**src/rtl/button_event_encoder.sv**
```systemverilog
// Push-button front end: synchronise, debounce and priority-encode the buttons,
// then emit press events and optional auto-repeat events while a button is held.
module button_event_encoder #(
    parameter int NUM_BTNS        = 4,
    parameter int DEBOUNCE_CYCLES = 1_000_000,
    parameter int REPEAT_EN       = 1,
    parameter int REPEAT_DELAY    = 50_000_000,
    parameter int REPEAT_PERIOD   = 10_000_000,
    localparam int CODE_W         = $clog2(NUM_BTNS + 1)
) (
    input  logic                clk,
    input  logic                rst_n,
    input  logic [NUM_BTNS-1:0] btn_raw,
    output logic [NUM_BTNS-1:0] btn_stable,
    output logic [CODE_W-1:0]   btn_code,
    output logic                evt_valid,
    output logic [CODE_W-1:0]   evt_code,
    output logic                evt_repeat
);

    localparam int DB_W  = $clog2(DEBOUNCE_CYCLES);
    localparam int R_MAX = (REPEAT_DELAY > REPEAT_PERIOD) ? REPEAT_DELAY : REPEAT_PERIOD;
    localparam int R_W   = $clog2(R_MAX);

    localparam logic [DB_W-1:0] DB_LAST = DB_W'(DEBOUNCE_CYCLES - 1);
    localparam logic [R_W-1:0]  RD_LAST = R_W'(REPEAT_DELAY - 1);
    localparam logic [R_W-1:0]  RP_LAST = R_W'(REPEAT_PERIOD - 1);

    typedef enum logic [1:0] {IDLE, DELAY, REPEAT} state_t;

    logic [NUM_BTNS-1:0] meta;
    logic [NUM_BTNS-1:0] sync;
    logic [NUM_BTNS-1:0] stable_q;
    logic [DB_W-1:0]     cnt [NUM_BTNS];
    logic [NUM_BTNS-1:0] new_btn;
    logic                press;
    logic [CODE_W-1:0]   press_code;

    state_t              state, state_d;
    logic [R_W-1:0]      rcnt, rcnt_d;
    logic [CODE_W-1:0]   trk, trk_d;
    logic                rpt_due;
    logic                evt_d;
    logic                evt_rep_d;
    logic [CODE_W-1:0]   evt_code_d;

    // Lowest set index wins; code is index+1 so that 0 means "nothing".
    function automatic logic [CODE_W-1:0] prio(input logic [NUM_BTNS-1:0] v);
        prio = '0;
        for (int i = NUM_BTNS - 1; i >= 0; i--) begin
            if (v[i]) prio = CODE_W'(i + 1);
        end
    endfunction

    always_ff @(posedge clk or negedge rst_n) begin
        if (!rst_n) begin
            meta <= '0;
            sync <= '0;
        end else begin
            meta <= btn_raw;
            sync <= meta;
        end
    end

    always_ff @(posedge clk or negedge rst_n) begin
        if (!rst_n) begin
            btn_stable <= '0;
            stable_q   <= '0;
            for (int i = 0; i < NUM_BTNS; i++) cnt[i] <= '0;
        end else begin
            stable_q <= btn_stable;
            for (int i = 0; i < NUM_BTNS; i++) begin
                if (sync[i] == btn_stable[i]) begin
                    cnt[i] <= '0;
                end else if (cnt[i] == DB_LAST) begin
                    btn_stable[i] <= sync[i];
                    cnt[i]        <= '0;
                end else begin
                    cnt[i] <= cnt[i] + 1'b1;
                end
            end
        end
    end

    assign btn_code   = prio(btn_stable);
    assign new_btn    = btn_stable & ~stable_q;
    assign press      = |new_btn;
    assign press_code = prio(new_btn);

    always_ff @(posedge clk or negedge rst_n) begin
        if (!rst_n) begin
            state <= IDLE;
            rcnt  <= '0;
            trk   <= '0;
        end else begin
            state <= state_d;
            rcnt  <= rcnt_d;
            trk   <= trk_d;
        end
    end

    // A new press always wins over a tracked button that lost priority or a due repeat.
    always_comb begin
        state_d = state;
        rcnt_d  = rcnt;
        trk_d   = trk;
        rpt_due = 1'b0;
        if (press) begin
            state_d = DELAY;
            rcnt_d  = '0;
            trk_d   = press_code;
        end else begin
            unique case (state)
                IDLE: ;
                DELAY: begin
                    if (btn_code != trk) begin
                        state_d = IDLE;
                    end else if (rcnt == RD_LAST) begin
                        rpt_due = 1'b1;
                        rcnt_d  = '0;
                        state_d = REPEAT;
                    end else begin
                        rcnt_d = rcnt + 1'b1;
                    end
                end
                REPEAT: begin
                    if (btn_code != trk) begin
                        state_d = IDLE;
                    end else if (rcnt == RP_LAST) begin
                        rpt_due = 1'b1;
                        rcnt_d  = '0;
                    end else begin
                        rcnt_d = rcnt + 1'b1;
                    end
                end
                default: state_d = IDLE;
            endcase
        end
        if (REPEAT_EN == 0) begin
            state_d = IDLE;
            rpt_due = 1'b0;
        end
    end

    always_comb begin
        evt_d      = press | rpt_due;
        evt_rep_d  = ~press;
        evt_code_d = press ? press_code : trk;
    end

    always_ff @(posedge clk or negedge rst_n) begin
        if (!rst_n) begin
            evt_valid  <= 1'b0;
            evt_code   <= '0;
            evt_repeat <= 1'b0;
        end else begin
            evt_valid <= evt_d;
            if (evt_d) begin
                evt_code   <= evt_code_d;
                evt_repeat <= evt_rep_d;
            end
        end
    end

endmodule

```
**config.mk**
```make
export PLATFORM = sky130hd
export DESIGN_NAME = button_event_encoder
export DESIGN_NICKNAME = d
export VERILOG_FILES = /design/src/rtl/button_event_encoder.sv
export SDC_FILE = /design/constraint.sdc
export NUM_CORES = 1
export LEC_CHECK = 0
export ABC_AREA = 1
export CAP_MARGIN = 20
export CORE_UTILIZATION = 65
export CTS_BUF_LIST = sky130_fd_sc_hd__clkbuf_16
export DETAILED_ROUTE_END_ITERATION = 10
export GPL_TIMING_DRIVEN = 0
export PLACE_DENSITY = 0.92
export SLEW_MARGIN = 20
export SYNTH_ARGS = -nofsm -noshare
export SYNTH_HDL_FRONTEND = slang
export SYNTH_SLANG_ARGS = --single-unit
```
**constraint.sdc**
```tcl
create_clock -name clk -period 3.9 [get_ports clk]
set_input_delay 0.78 -clock clk [delete_from_list [all_inputs] [get_ports clk]]
set_output_delay 0.78 -clock clk [all_outputs]
set_load 0.02 [all_outputs]
```
==> results.py <==
metrics = {
    "run_status": {
        "status": "complete, no violations",
    },
    "finish": {
        "area_growth_pct": 13.40,
        "fin_cells": 1152,
        "num-nets-final": 1013,
        "num_antenna_cells": 0,
        "drive_above_1_share_pct": 7.312,
        "fin_util_pct": 76.14,
    },
    "route": {
        "num_vias": 6602,
        "dr.pass1.iters": 5,
        "drt-wirelength-per-cell_um": 15.47,
        "antenna_left": 0,
        "drt_iter0_markers": 627,
        "route.detailed.drc": 0,
        "via_per_inst": 5.731,
        "wirelength_um": 17820,
    },
    "cts": {
        "hold_buffers": 0,
        "cts_root_buf": "clkbuf_16",
        "cts_buffers": 17,
        "h-tree-depth": 4,
        "post_cts_buffers": 0,
        "clk_latency_ps": 420,
        "clock_sinks": 132,
        "clkTransAtPathRegs_ps": 60,
        "cts_buffer_depth": 2,
        "cts_tree": "built",
        "cts_resized": 0,
    },
    "global_route": {
        "grt_pass1_vias": 6474,
        "grt.busiest_layer": "met2",
        "grtUsageMet2_pct": 53.41,
        "grt_usage_pct": 32.86,
        "grt-ovfl-total": 0,
        "met3_usage_pct": 7.595,
        "antenna_found_initial": 0,
        "grt_pass1_wl_um": 29590,
        "use_met1_pct": 41.52,
        "grt_max_degree": 102,
    },
    "synthesis": {
        "synth_seq_area_share_pct": 45.18,
        "ys_ff_latch": 132,
        "synthTopCellsByArea": "dfrtp_1 (45%), nand2_1 (11%), nor2_1 (8.8%), inv_1 (5.9%), nand3_1 (5.4%)",
        "synth_warnings": 0,
        "yosysTopAreaCell": "dfrtp_1",
        "syn_nets": 976,
        "syn_inst": 962,
        "yosysTopAreaCellShare_pct": 45.18,
        "synth_area_per_cell_um2": 7.600,
        "synth_area_um2": 7311,
        "ys_types": 43,
    },
    "worst_setup_path": {
        "critPathBufInv": 2,
        "critical-path-slowest-cell": "clkdlybuf4s50_1",
        "endpoint_kind": "primary output",
        "cp.required_ps": 3120,
        "crit_path_start_kind": "register",
        "path_max_fanout": 5,
        "crit_type": "reg -> out",
        "crit_chain": "nor2_1 > nand3_1 > inv_1 > clkdlybuf4s50_1",
        "path_delay_family": "buffers and inverters",
        "arrival_ps": 2000,
        "cpPeakStageDelay_ps": 590,
    },
    "placed_design": {
        "globalplace.congestion": 1.007,
        "hpwl_um": 11660,
        "portBuffers": 17,
        "dp_cells": 1120,
    },
    "timing": {
        "fin_crit_sh_pct": 71.19,
        "hold_violations": 0,
        "setup_violations": 0,
        "report.final.slew_viol_count": 0,
        "fin_crit_ps": 2776,
        "rsz0062_at_grt": "no",
        "skew_ps": 6.286,
        "relSlewSlack_pct": 64.70,
        "clock.fmax_ghz": 0.3602,
        "worst_pin_slew_ps": 524.6,
    },
    "power": {
        "switching_power_w": 0.0006952,
        "switching_share_pct": 22.34,
        "p_clk_share_pct": 52.7,
        "internal_power_w": 0.002416,
        "pwr-share-seq_pct": 44.9,
        "ir_drop_uv": 378.8,
        "power_leakage_nw": 3.787,
        "power_frac_comb_pct": 2.5,
        "p_per_area_nw_per_um2": 375.3,
    },
    "floorplan": {
        "dieWidth_um": 108.1,
        "fp.dieH_um": 108.1,
        "die-area_um2": 11680,
        "start_util_pct": 67.15,
        "core_area_um2": 10890,
        "io_pins": 18,
        "rows": 38,
    },
    "job": {
        "cap_violations": 0,
    },
    "min_path": {
        "hp-class": "in -> async",
    },
}
-- flip-flops by register name (all words and copies together), names as in the netlist --
register / cells
btn_stable: 4
cnt: 80
evt_code: 3
evt_repeat: 1
evt_valid: 1
meta: 4
rcnt: 26
stable_q: 4
state: 2
sync: 4
trk: 3
-- Yosys cell counts (all sizes together) --
cell type	instances
xnor2	14
and3	2
or2	6
nor2	178
o21bai	3
ha	8
o22ai	1
dfrtp	132
nand2	211
nor3b	6
a21oi	26
mux2	2
a211oi	1
nand4	31
nor4	9
o221ai	1
nand3b	2
buf	11
nand3	81
a31oi	2
o211ai	1
o21ai	33
xor2	34
nor3	41
o21a	2
clkinv	2
inv	120
a21o	2
-- final cells by class --
class	count	area, um^2
Multi-Input combinational cell	697	3457
Inverter	122	467.9
Buffer	11	82.58
Fill cell	728	2597
Tap cell	140	175.2
Clock inverter	15	176.4
Clock buffer	17	425.4
Sequential cell	132	3303
Timing Repair Buffer	18	202.7
-- per-stage QoR --
| step | hold WS [ps] | worst slack, ps | TNS (ps) | area, um^2 | total power, W |
|---|---|---|---|---|---|
| after floorplan | 331.2 | 2069 | 0 | 7311 | 0.001448 |
| after global placement | 333.6 | -2974 | -390920 | 7656 | 0.001488 |
| after detailed placement | 344.1 | 1676 | 0 | 7689 | 0.001496 |
| after CTS | 213.0 | 1118 | 0 | 8290 | 0.003124 |
| after global routing | 225.4 | 1088 | 0 | 8290 | 0.003189 |
| final | 207.3 | 1124 | 0 | 8290 | 0.003112 |
-- kinds of logic after synthesis --
group	Yosys count	synth area share, %
and+or+nand+nor	567	34.26
buffers and inverters	133	7.530
DFF	132	45.18
AOI/OAI and AO/OA	72	5.596
xor gates and xnor gates	48	5.751
adders and majority gates	8	1.369
muxes	2	0.3080
-- metal layers --
| layer | vias to the layer above | routed length [um] |
|---|---|---|
| li1 | 3169 | - |
| met1 | 3064 | 7281 |
| met2 | 302 | 8673 |
| met3 | 67 | 1252 |
| met4 | 0 | 617 |
| met5 | - | 0 |
-- power groups by stage --
stage	registers [W]	clock network, W	logic [W]
floorplan	0.00142	0	0.0000315
global placement	0.00142	0	0.0000698
detailed placement	0.00142	0	0.0000770
CTS	0.00140	0.00165	0.0000794
global route	0.00140	0.00170	0.0000895
finish	0.00140	0.00164	0.0000769
-- cell usage in the layout (no fill, tap or decap), drive strengths merged, types with 2 or more instances in the layout --
cell type,n
clkinv,9
o21ai,33
inv,125
o21bai,3
clkdlybuf4s50,16
nor3,41
a31oi,2
nand4,31
xor2,34
dfrtp,132
ha,8
nand3,81
xnor2,14
nand3b,2
o21a,2
a21oi,26
a21o,2
or2,6
mux2,2
nor2,178
nand2,211
nor4,9
buf,13
clkbuf,17
bufinv,3
and3,2
nor3b,6
-- worst register-to-register path: stages, from the launching register on --
cell and delay (ps):
dfrtp_1 480, nor2_1 230, nand3_1 190, nand2_1 120
nand2_1 100, nor2_2 190, nand2_1 140, nand3_4 170
inv_4 80, buf_6 150, nand2_1 60, o21ai_1 70
-- final timing paths --
kind,start,endpoint,slack (ps),cells past startpoint
max in group asynchronous,rst_n,rcnt[16]$_DFFE_PN0P_,2940,2
worst max-delay path,btn_stable[1]$_DFFE_PN0P_,btn_code[2],1120,4
worst min-delay path,rst_n,cnt[34]$_DFF_PN0_,210,1
worst max register to register,btn_stable[1]$_DFFE_PN0P_,rcnt[24]$_DFFE_PN0P_,1800,11
worst min register to register,meta[2]$_DFF_PN0_,sync[2]$_DFF_PN0_,350,0
min in group clk,meta[2]$_DFF_PN0_,sync[2]$_DFF_PN0_,350,0
No activity file was read; power rests on OpenSTA's default activity.
